`config.mk`:
```
export PLATFORM = sky130hd
export DESIGN_NAME = jacobi_iter_sequencer
export DESIGN_NICKNAME = d
export VERILOG_FILES = /design/src/rtl/jacobi_iter_sequencer.sv
export SDC_FILE = /design/constraint.sdc
export NUM_CORES = 1
export LEC_CHECK = 0
export BUFFER_PORTS_ARGS = -buffer_cell sky130_fd_sc_hd__buf_4
export CAP_MARGIN = 20
export CORE_AREA = 2 2 509 511
export CTS_CLUSTER_SIZE = 24
export DETAILED_ROUTE_END_ITERATION = 7
export DIE_AREA = 0 0 511 513
export GPL_ROUTABILITY_DRIVEN = 1
export PLACE_DENSITY_LB_ADDON = 0.3
export SETUP_SLACK_MARGIN = 0.3
export SLEW_MARGIN = 30
export SYNTH_ARGS = -nofsm -noshare
export SYNTH_HDL_FRONTEND = slang
export SYNTH_SLANG_ARGS = --single-unit
```
`constraint.sdc`:
```
create_clock -name clk -period 2.1 [get_ports clk]
set_clock_uncertainty 0.05 [all_clocks]
set_input_delay 0.42 -clock clk [delete_from_list [all_inputs] [get_ports clk]]
set_output_delay 0.42 -clock clk [all_outputs]
set_load 0.005 [all_outputs]
```
`src/rtl/jacobi_iter_sequencer.sv`:
```
// Iteration controller for the Jacobi solver: runs the matrix-by-vector unit for N passes and
// feeds each result back as the next operand. Optional early exit on a fixed point: JACOBI_EARLY_EXIT_EN.
module jacobi_iter_sequencer #(
    parameter int NO_OF_EQN      = 10,
    parameter int ELEMENT_WIDTH  = 32,
    parameter int ITER_W         = 8,
    parameter int TIMEOUT_CYCLES = 64
) (
    input  logic                                 clk,
    input  logic                                 reset,
    input  logic                                 go,
    input  logic [ITER_W-1:0]                    iter_count,
    input  logic [NO_OF_EQN*ELEMENT_WIDTH-1:0]   init_vector,
    output logic                                 busy,
    output logic                                 done,
    output logic                                 error,
    output logic [ITER_W-1:0]                    iter_done,
    output logic [NO_OF_EQN*ELEMENT_WIDTH-1:0]   result_vector,
    output logic                                 mvm_start,
    output logic [NO_OF_EQN*ELEMENT_WIDTH-1:0]   mvm_vector,
    input  logic                                 mvm_finish,
    input  logic [NO_OF_EQN*ELEMENT_WIDTH-1:0]   mvm_result
`ifdef JACOBI_EARLY_EXIT_EN
    ,
    output logic                                 converged
`endif
);

    // state   | meaning
    // IDLE    | waiting for go
    // RUN     | start high, waiting for finish or watchdog expiry
    // CAPTURE | latch product, count the pass
    // GAP     | start low for one cycle so the unit re-arms
    // DONE    | one-cycle completion pulse
    typedef enum logic [2:0] {S_IDLE, S_RUN, S_CAPTURE, S_GAP, S_DONE} state_t;

    localparam int VEC_W = NO_OF_EQN * ELEMENT_WIDTH;
    localparam int WD_W  = $clog2(TIMEOUT_CYCLES);

    state_t               state, state_nxt;
    logic [VEC_W-1:0]     vec_reg;
    logic [ITER_W-1:0]    target;
    logic [ITER_W-1:0]    iter_done_r;
    logic [ITER_W-1:0]    iter_inc;
    logic [WD_W-1:0]      wd;
    logic                 error_r;
    logic                 load_init;
    logic                 capture;
    logic                 set_err;
    logic                 conv_hit;

`ifdef JACOBI_EARLY_EXIT_EN
    logic converged_r;
    assign conv_hit  = (mvm_result == vec_reg);
    assign converged = converged_r;
`else
    assign conv_hit  = 1'b0;
`endif

    assign iter_inc = iter_done_r + ITER_W'(1);

    always_ff @(posedge clk) begin
        if (reset) state <= S_IDLE;
        else       state <= state_nxt;
    end

    always_comb begin
        state_nxt = state;
        load_init = 1'b0;
        capture   = 1'b0;
        set_err   = 1'b0;
        case (state)
            S_IDLE: begin
                if (go) begin
                    load_init = 1'b1;
                    state_nxt = (iter_count == '0) ? S_DONE : S_RUN;
                end
            end
            S_RUN: begin
                // finish wins over a timeout landing on the same cycle
                if (mvm_finish) begin
                    state_nxt = S_CAPTURE;
                end else if (wd == WD_W'(TIMEOUT_CYCLES - 1)) begin
                    set_err   = 1'b1;
                    state_nxt = S_DONE;
                end
            end
            S_CAPTURE: begin
                capture   = 1'b1;
                state_nxt = ((iter_inc == target) || conv_hit) ? S_DONE : S_GAP;
            end
            S_GAP:   state_nxt = S_RUN;
            S_DONE:  state_nxt = S_IDLE;
            default: state_nxt = S_IDLE;
        endcase
    end

    // Registered start so the unit never sees a combinational path from our inputs.
    always_ff @(posedge clk) begin
        if (reset) mvm_start <= 1'b0;
        else       mvm_start <= (state_nxt == S_RUN) || (state_nxt == S_CAPTURE);
    end

    always_ff @(posedge clk) begin
        if (reset) begin
            vec_reg     <= '0;
            target      <= '0;
            iter_done_r <= '0;
            error_r     <= 1'b0;
            wd          <= '0;
        end else begin
            if (load_init) begin
                vec_reg     <= init_vector;
                target      <= iter_count;
                iter_done_r <= '0;
                error_r     <= 1'b0;
            end
            if (capture) begin
                vec_reg     <= mvm_result;
                iter_done_r <= iter_inc;
            end
            if (set_err) error_r <= 1'b1;
            if (load_init || state == S_GAP) wd <= '0;
            else if (state == S_RUN)         wd <= wd + WD_W'(1);
        end
    end

`ifdef JACOBI_EARLY_EXIT_EN
    always_ff @(posedge clk) begin
        if (reset)                    converged_r <= 1'b0;
        else if (load_init)           converged_r <= 1'b0;
        else if (capture && conv_hit) converged_r <= 1'b1;
    end
`endif

    assign busy          = (state != S_IDLE);
    assign done          = (state == S_DONE);
    assign error         = error_r;
    assign iter_done     = iter_done_r;
    assign result_vector = vec_reg;
    assign mvm_vector    = vec_reg;

endmodule
```
==> flow_metrics.tcl <==
set metrics [dict create \
    status "finished, final reports clean" \
    pre_cts_slack_ns 0.0395 \
    p_per_area_nw_per_um2 690 \
    synthXorXnorAreaFrac_pct 0.657 \
    synth_top_area_cell "dfxtp_1" \
    cts_root_buf "clkbuf_16" \
    gp_congestion 0.927 \
    slew_violations 0 \
    cp.arrival_ns 2.53 \
    pin_count 1304 \
    synth.top_cell.area_share_pct 40.1 \
    die_area_sq_um 262000 \
    path_max_fanout 8 \
    cts_tree "yes" \
    syn_inst 2276 \
    start_util_pct 6.77 \
    syn-cell-area_sq_um 17300 \
    synth_seq_cells 347 \
    yosysSeqAreaShare_pct 40.1 \
    post-route-period-util_pct 94.8 \
    yosys.area_share.simple_pct 22.9 \
    vias_per_cell 3.26 \
    io_buffers 1303 \
    synth_adder_area_share_pct 0.202 \
    post-synth-top-count-cell "nand2_1" \
    wl_per_cell_microns 24.2 \
    worst_setup_path_start_kind "register" \
    syn_to_final_growth_pct 137 \
    synthesis.nets 2930 \
    drive_gt1_share_pct 46.5 \
    grt_pass1_wl_mm 220 \
    whs_ns 0.0688 \
    tns_ns 0 \
    clock-sinks 347 \
    rsz0062_at_grt "true" \
    overflow 0 \
    hold_viol 0 \
    synthTopCellsByArea "dfxtp_1 40%, a311oi_1 16%, nand2_1 14%, buf_4 14%, nor2_1 7.4%" \
    drv_cap 0 \
    worst_slew_pin_slew_ns 0.487 \
    numCtsBuffers 50 \
    hp-class "primary input to register" \
    synth_common_cells "665 x nand2_1, 347 x dfxtp_1, 341 x nor2_1" \
    final_core_util_pct 16.0 \
    core_area_sq_um 256000 \
    antenna_left 0 \
    ys.flop_type "dfxtp_1" \
    synth_area_per_cell_sq_um 7.62 \
    vias 24100 \
    finish.instance_area_sq_um 41000 \
    synth.area.mux_share_pct 0.0577 \
    seqCellArea_sq_um 7050 \
    worst-setup-path-type "register to register" \
    detailedPlacementHpwl_mm 140 \
    synth_compound_area_share_pct 17.8 \
    path_clk_slew_ns 0.06 \
    critPathRequiredTime_ns 2.64 \
    slew_headroom_pct 67.3 \
    p_leak_uw 0.0173 \
    synth_edf_count 0 \
    grt_max_degree 76 \
    synth_cell_types 39 \
    multi_input_area_sq_um 8740 \
    rows 186 \
    fin_crit_ns 1.99 \
    clk_latency_ns 0.67 \
    synthArstFlopShare_pct 0 \
    peakVddDrop_uv 607 \
    grt_pass1_vias 24200 \
    first_pass_iters 5 \
    placed_area_sq_um 29300 \
    clk_path_buf_depth 3 \
    drt-initial-drc-count 1230 \
    layout_setup_ws_ns 0.110 \
    fmax_mhz 502 \
    die_h_microns 513 \
    htree_levels 2 \
    fin_nets 4601 \
    synth_top_family_by_area "simple AND/OR/NAND/NOR gates" \
    fill_cells 29000 \
    yosys_warnings 0 \
    wl_mm 179 \
    chipWidth_microns 511 \
    antenna_found_initial 37 \
    grtUsageTotal_pct 12.4 \
    drcViolationCount 0 \
    setup_viol 0 \
    crit_path_end_kind "register" \
]
## registers in the layout, summed over array words and instances (netlist names)
name / count
mvm_vector: 320
mvm_start: 1
iter_done: 8
target: 8
wd: 6
error: 1
state: 3
## metal layers
layer / part of all wire, % / vias to the layer above / GRT usage [%]
met5: 0.0061 / - / 0
met1: 37 / 11600 / 13.3
li1: - / 10900 / -
met3: 8.7 / 281 / 4.50
met2: 49 / 1311 / 21.4
met4: 5.5 / 2 / 6.17
## layout make-up
| cell class | count | area share [%] |
|---|---|---|
| well taps | 3384 | 10.3 |
| diodes | 14 | 0.0854 |
| flip-flops and latches | 347 | 17.2 |
| repair buffers | 2124 | 47.0 |
| multi-input cells | 1421 | 21.3 |
| inverters | 3 | 0.0335 |
| clock buffers | 75 | 3.62 |
| clock inverters | 12 | 0.482 |
## cells in the final DEF, fill, tap and decap left out, types with 26 or more instances in the layout
master,count
buf_6,46
nor2_2,27
dfxtp_4,26
buf_4,1332
nand2_4,76
nor2_1,310
dlygate4sd3_1,641
nand2_1,565
a311oi_2,109
a311oi_1,214
dfxtp_1,318
buf_12,45
clkbuf_16,76
## worst max-delay path: stages, from the launching register on
cell	delay (ns)
dfxtp_4	0.36
nor3_4	0.18
buf_4	0.14
buf_6	0.08
and2_4	0.19
buf_12	0.13
buf_16	0.15
buf_12	0.13
buf_16	0.15
nand2_4	0.05
a311oi_2	0.27
## power by group
group | total, uW | leakage [uW] | switching, uW | internal (uW)
Combinational | 10400 | 0.0136 | 5080 | 5320
Clock | 9240 | 0.000820 | 3800 | 5440
Sequential | 8650 | 0.00287 | 1250 | 7400
Total | 28300 | 0.0173 | 10100 | 18200
## kinds of logic (layout without fill, tap and decap cells)
| logic type | count (synthesis) | after routing |
|---|---|---|
| compound gates | 366 | 366 |
| xor+xnor | 13 | 13 |
| fa+ha+maj | 3 | 3 |
| buf+inv | 510 | 2214 |
| flops | 347 | 347 |
| mux | 1 | 1 |
| other cells | 0 | 14 |
| simple gates | 1036 | 1038 |
## worst paths after layout
check | startpoint | endpoint | slack [ns] | depth (start not counted)
worst max register to register | state[0] | mvm_vector[227] | 0.11 | 10
worst max-delay path | state[0] | mvm_vector[227] | 0.11 | 10
worst min-delay path | mvm_result[22] | mvm_vector[22] | 0.07 | 3
worst min register to register | error | error | 0.41 | 2
## metrics by stage
step / total power (uW) / instances
final: 28300 / 7380
after detailed placement: 16700 / 6544
after CTS: 27800 / 7312
after floorplan: 11100 / 2276
after global routing: 29600 / 7375
after global placement: 16600 / 6544
## repair_timing
action | in CTS | in global routing
hold endpoints to repair | 330 | 1
setup buffers | 28 | 20
resized for setup | 127 | 389
pin swaps | 8 | 179
setup endpoints to repair | 657 | 580
cloned | 13 | 33
hold buffers | 640 | 1
Power figures use the tool's default switching activity.
